File: config.mk
export PLATFORM = sky130hd
export DESIGN_NAME = main_fsm
export DESIGN_NICKNAME = d
export VERILOG_FILES = /design/src/rtl/main_fsm.sv
export SDC_FILE = /design/constraint.sdc
export NUM_CORES = 1
export LEC_CHECK = 0
export ABC_AREA = 1
export BUFFER_PORTS_ARGS = -buffer_cell sky130_fd_sc_hd__buf_2
export CORE_AREA = 5 5 42 44
export DETAILED_ROUTE_END_ITERATION = 12
export DIE_AREA = 0 0 47 49
export PLACE_DENSITY_LB_ADDON = 0.05
export SETUP_SLACK_MARGIN = 0.4
export SLEW_MARGIN = 20
export SYNTH_ARGS = -nofsm -noshare
export SYNTH_HDL_FRONTEND = slang
export SYNTH_SLANG_ARGS = --single-unit
File: constraint.sdc
create_clock -name clk -period 1.4 [get_ports clk]
set_input_delay 0.28 -clock clk [delete_from_list [all_inputs] [get_ports clk]]
set_output_delay 0.28 -clock clk [all_outputs]
set_load 0.05 [all_outputs]
File: src/rtl/main_fsm.sv
// Multicycle RISC-V control FSM: sequences fetch/decode/execute/writeback and
// drives datapath mux selects and write strobes from the current state.
module main_fsm (
    input  logic       clk,
    input  logic       reset_n,
    input  logic [6:0] op,
    input  logic       mem_ready,
    output logic [1:0] ALUOp,
    output logic [1:0] ALUSrcA,
    output logic [1:0] ALUSrcB,
    output logic [1:0] ResultSrc,
    output logic       AdrSrc,
    output logic       IRWrite,
    output logic       PCUpdate,
    output logic       Branch,
    output logic       RegWrite,
    output logic       MemWrite,
    output logic [3:0] state
);
    typedef enum logic [3:0] {
        S_FETCH    = 4'd0,
        S_DECODE   = 4'd1,
        S_MEMADR   = 4'd2,
        S_MEMREAD  = 4'd3,
        S_MEMWB    = 4'd4,
        S_MEMWRITE = 4'd5,
        S_EXECUTER = 4'd6,
        S_EXECUTEI = 4'd7,
        S_ALUWB    = 4'd8,
        S_BEQ      = 4'd9,
        S_JAL      = 4'd10
    } state_t;

    localparam logic [6:0] OP_LW   = 7'b0000011;
    localparam logic [6:0] OP_SW   = 7'b0100011;
    localparam logic [6:0] OP_R    = 7'b0110011;
    localparam logic [6:0] OP_I    = 7'b0010011;
    localparam logic [6:0] OP_BEQ  = 7'b1100011;
    localparam logic [6:0] OP_JAL  = 7'b1101111;

    state_t cur;

    assign state = cur;

    always_ff @(posedge clk or negedge reset_n) begin
        if (!reset_n) begin
            cur <= S_FETCH;
        end else begin
            case (cur)
                S_FETCH:    cur <= mem_ready ? S_DECODE : S_FETCH;
                S_DECODE: begin
                    case (op)
                        OP_LW, OP_SW: cur <= S_MEMADR;
                        OP_R:         cur <= S_EXECUTER;
                        OP_I:         cur <= S_EXECUTEI;
                        OP_BEQ:       cur <= S_BEQ;
                        OP_JAL:       cur <= S_JAL;
                        default:      cur <= S_FETCH;
                    endcase
                end
                // op is stable from DECODE, but fall back to FETCH if it is not a memory op
                S_MEMADR: begin
                    if (op == OP_LW)      cur <= S_MEMREAD;
                    else if (op == OP_SW) cur <= S_MEMWRITE;
                    else                  cur <= S_FETCH;
                end
                S_MEMREAD:  cur <= mem_ready ? S_MEMWB : S_MEMREAD;
                S_MEMWRITE: cur <= mem_ready ? S_FETCH : S_MEMWRITE;
                S_EXECUTER, S_EXECUTEI, S_JAL: cur <= S_ALUWB;
                default:    cur <= S_FETCH;
            endcase
        end
    end

    always_comb begin
        ALUOp     = 2'b00;
        ALUSrcA   = 2'b00;
        ALUSrcB   = 2'b00;
        ResultSrc = 2'b00;
        AdrSrc    = 1'b0;
        IRWrite   = 1'b0;
        PCUpdate  = 1'b0;
        Branch    = 1'b0;
        RegWrite  = 1'b0;
        MemWrite  = 1'b0;
        case (cur)
            S_FETCH: begin
                ALUSrcB   = 2'b10;
                ResultSrc = 2'b10;
                // one-shot per fetch: only the completing cycle writes IR and PC
                IRWrite   = mem_ready & reset_n;
                PCUpdate  = mem_ready & reset_n;
            end
            S_DECODE: begin
                ALUSrcA = 2'b01;
                ALUSrcB = 2'b01;
            end
            S_MEMADR: begin
                ALUSrcA = 2'b10;
                ALUSrcB = 2'b01;
            end
            S_MEMREAD:  AdrSrc = 1'b1;
            S_MEMWB: begin
                ResultSrc = 2'b01;
                RegWrite  = 1'b1;
            end
            S_MEMWRITE: begin
                AdrSrc   = 1'b1;
                MemWrite = 1'b1;
            end
            S_EXECUTER: begin
                ALUSrcA = 2'b10;
                ALUOp   = 2'b10;
            end
            S_EXECUTEI: begin
                ALUSrcA = 2'b10;
                ALUSrcB = 2'b01;
                ALUOp   = 2'b10;
            end
            S_ALUWB:    RegWrite = 1'b1;
            S_BEQ: begin
                ALUSrcA = 2'b10;
                ALUOp   = 2'b01;
                Branch  = 1'b1;
            end
            S_JAL: begin
                ALUSrcA  = 2'b01;
                ALUSrcB  = 2'b10;
                PCUpdate = 1'b1;
            end
            default: ;
        endcase
    end
endmodule
# Word-level counts from Yosys, hierarchy flattened
# Cells that the tools add are included.
# word_totals
regBits,4
latchBits,0
ramBits,0
rom_bits,0
in_bits,10
out_inout_bits,18
elab_cells,45
n_memories,0
# op_classes
addsub,0
mul,0
n_div,0
magnitude_cmp,0
n_eq_ne,16
n_shift,0
muxes,17
bitwise_logic,1
n_reduce_logical,10
# op_table
operator,n
case mux 4 bit (6 select lines),1
case mux 4 bit (5 select lines),1
equality test 4 x 3 -> 1 bit (second input constant),4
case mux 2 bit (2 select lines),4
equality test 7 x 6 -> 1 bit (second input constant),2
equality test 7 bit (second input constant),2
equality test 4 bit (second input constant),3
two-way mux 3 bit,4
OR reduction 2 bit,6
equality test 4 x 2 -> 1 bit (second input constant),2
equality test 7 x 2 -> 1 bit (second input constant),1
equality test 7 x 5 -> 1 bit (second input constant),1
two-way mux 1 bit,6
OR reduction 3 bit,2
equality test 4 x 1 -> 1 bit (second input constant),1
logical NOT 4 bit,1
OR reduction 4 bit,1
case mux 1 bit (2 select lines),1
AND 1 bit,1

# Depth between registers and ports, before layout
# logic_depth
depth_word,4
mapped_depth,7
mapped_depth_nobuf,7

# Worst setup path before layout
# OpenSTA, ideal clock, no wires.
# synth_path
path_kind,reg-to-output
startpoint,reg cur[3] (netlist: state[3])
endpoint,out ALUSrcA[1]
t_arrival_ns,2.212
path_slack_ns,-1.092
stages_incl_launch_ff,6
n_path_buf,0
path_cell_list,dfrtp_1 > inv_1 > or2_4 > nor2_1 > nor2_1 > nand2_1
# synth_via
elab_chain_cells,3
word_cells_on_any_way,9
# synth_lines
item,line_no,source
start: declaration,41,state_t cur;
start signal: assignment,50,S_FETCH: cur <= mem_ready ? S_DECODE : S_FETCH;
start signal: assignment,67,S_MEMREAD: cur <= mem_ready ? S_MEMWB : S_MEMREAD;
start signal: assignment,68,S_MEMWRITE: cur <= mem_ready ? S_FETCH : S_MEMWRITE;
"equality test 4 bit, or another cell as far along",86,case (cur)
OR reduction 4 bit (no source line) / OR reduction 2 bit (equally long branches),-,
case mux 2 bit (2 select lines) *,86,
end: declaration,9,"output logic [1:0] ALUSrcA,"
# Mark *: on every way between the ends. The rest lies on a longest branch, timed or not.

# Worst setup path in the final report
# layout_path
startpoint,reg cur[3] (netlist: state[3])
endpoint,out ALUSrcB[0]
# layout_via
elab_chain_cells,3
word_cells_on_any_way,8
# layout_lines
item,line_no,source
"equality test 4 x 3 -> 1 bit, or another cell as far along",86,
OR reduction 3 bit (no source line) / OR reduction 2 bit (equally long branches),-,
case mux 2 bit (2 select lines) *,86,
end: declaration,10,"output logic [1:0] ALUSrcB,"
# Marks and branches as above.

==> run summary <==
Pins Over Slew Limit - 0
Reg2Reg Launch Point - state[3]
max FFs per register - 4
Synth top area share - 21.7%
Filler Cells Inserted - 75
first-pass GRT wire length - 2780 um
Worst Path Max Fanout - 4
Power Density - 503 nW/um^2
dpl hpwl - 1290 um
mapped cell area - 460 um^2
DRT Pass-1 Iters - 4
critical path arrival - 1.47 ns
Total GRT Usage - 16.8%
Crit path max-delay family - flip-flops
ant diodes - 0
routed vias - 746
starting density of the core - 32.9%
Buf/Inv on CP - 1
vias in the first global route - 662
failing checks - negative setup slack
Layout Cells excl Fill - 150
Vias/cell - 4.97
relative slew slack - 75.2%
final net count - 146
CTS Buffer Depth - 2
Die W - 47 um
Netlist cell types - 18
worst setup margin - -0.347 ns
Final Hold Fails - 0
Die Y - 49 um
IO Count - 28
startpoint types - register
Final Skew - 0.0155 ns
RR Endpoint - state[0]
Final Instance Area - 1190 um^2
f_max - 572 MHz
min Tclk post-route - 1.75 ns
Synth Register Bits - 4
Leak Pwr - 0.554 nW
Placement Rows - 14
critical path endpoint - ALUSrcB[0]
DRC violation count after routing - 0
slowest cell delay on critical path - 0.44 ns
gp weighted congestion - 0.852
Post-Route WL - 2410 um
Post-Synthesis Cells - 81
core area - 1400 um^2
htree depth - 1
clk slew on worst S/H paths - 0.05 ns
CP max stage cell - dfrtp_2
share of cells above drive strength 1 - 70.1%
drt initial violations - 15
FF-to-FF path depth - 10
Final ANT Viol Nets - 0
Place WS - -0.132 ns
Max VDD drop - 0.765 mV
Worst Tran Pin Value - 0.369 ns
commonest non-fill, non-tap cell in the layout - buf_6
syn avg cell area - 5.68 um^2
syn_nets - 91
setup slack, reg-to-reg - -0.02 ns
hold-critical path depth - 3
worst-path cell chain - nor2_4, nand3_2, o211ai_1, buf_4
Hold Crit Class - in2reg
Levels on crit path - 4
Worst Setup End Kind - output pin
largest cells by area after synthesis - dfrtp_1 22%, nor2_1 15%, inv_1 11%
Placed Cells - 138
worst hold slack - 0.369 ns
RSZ-0062 raised after global routing - yes
largest net degree at the start of global routing - 7
# port buffers - 27
fin crit share - 125%
register area share after synthesis - 21.7%
post-place instance area - 821 um^2
CTS Buf Count - 3
Critical Path Source - state[3]
number of setup violations in the final report - 15
commonest cells after routing, fill and taps aside - 16 x buf_6, 13 x buf_4, 12 x nor2_4, 12 x buf_8, 9 x buf_2
area leader, netlist - dfrtp_1
CTS tree - yes
total power - 597 uW
Root Buffer - clkbuf_4
Setup CP Type - reg2out
Die Area - 2300 um^2
CTS Sinks - 4
status - finished, violations left
synthesis-to-finish area growth - 158%
Worst-Skew Late Latency - 0.25 ns
CP required - 1.12 ns
GRT overflow - 0
Yosys warning count - 0
antenna violations before repair - 0
Max Cap Viol - 0
average routed wire per standard cell - 16.1 um
## per-layer routing
layer,up-vias,wire length [um],track usage [%]
li1,365,-,-
met1,338,906,18.1
met2,33,1270,29.2
met3,10,130,3.69
met4,0,97,7.83
met5,-,0,0
## repair_timing
action	in CTS	in global routing
pin swaps	7	8
hold buffers	1	0
setup buffers	1	7
hold endpoints to repair	4	0
resized for setup	53	26
setup endpoints to repair	22	22
## worst min-delay path, stage by stage
cell and delay [ns]:
buf_2 0.12, nand3_1 0.08, nand4_1 0.10
## metrics by stage
stage          TNS, ns  utilization, %
6_report         -4.03            84.7
5_1_grt          -4.87            84.7
4_1_cts          -2.63            74.1
3_5_place_dp    -0.594            58.6
3_3_place_gp    -0.449            58.6
2_1_floorplan    -2.92               -
## kinds of logic after synthesis
| logic type | Yosys count | share of synthesized area (%) |
|---|---|---|
| DFF | 4 | 21.7 |
| and+or+nand+nor | 52 | 53.3 |
| AOI/OAI and AO/OA | 9 | 11.1 |
| buffers and inverters | 16 | 13.9 |
## final cells by class
type | count | area, um^2 | share of cell area [%]
timing repair buffer | 51 | 513 | 43.2
sequential | 4 | 105 | 8.85
clock buffer | 3 | 22.5 | 1.90
tap | 16 | 20.0 | 1.69
inverter | 15 | 66.3 | 5.58
multi-input combinational | 61 | 460 | 38.8
## where the power goes
group / internal (mW) / switching, mW / total [mW]
sequential: 0.120 / 0.00867 / 0.129
combinational: 0.126 / 0.183 / 0.310
clock: 0.0968 / 0.0614 / 0.158
total: 0.344 / 0.254 / 0.597
## worst min-delay path by stage
stage               from  endpoint  slack, ns
2_1_floorplan    reset_n  state[0]      -0.02
3_3_place_gp     reset_n  state[1]       0.18
3_5_place_dp     reset_n  state[1]       0.18
4_1_cts        mem_ready  state[2]       0.37
5_1_grt        mem_ready  state[2]       0.37
6_report       mem_ready  state[2]       0.37
## synth_stat cells, drive strengths merged
cell type / instances
nor2: 23
inv: 15
nand2: 14
nand3: 10
dfrtp: 4
o21ai: 4
a21oi: 2
nor3: 2
o211ai: 2
or2: 2
buf: 1
nand4: 1
o22ai: 1
Note: power is estimated with default switching activity, not from simulation.
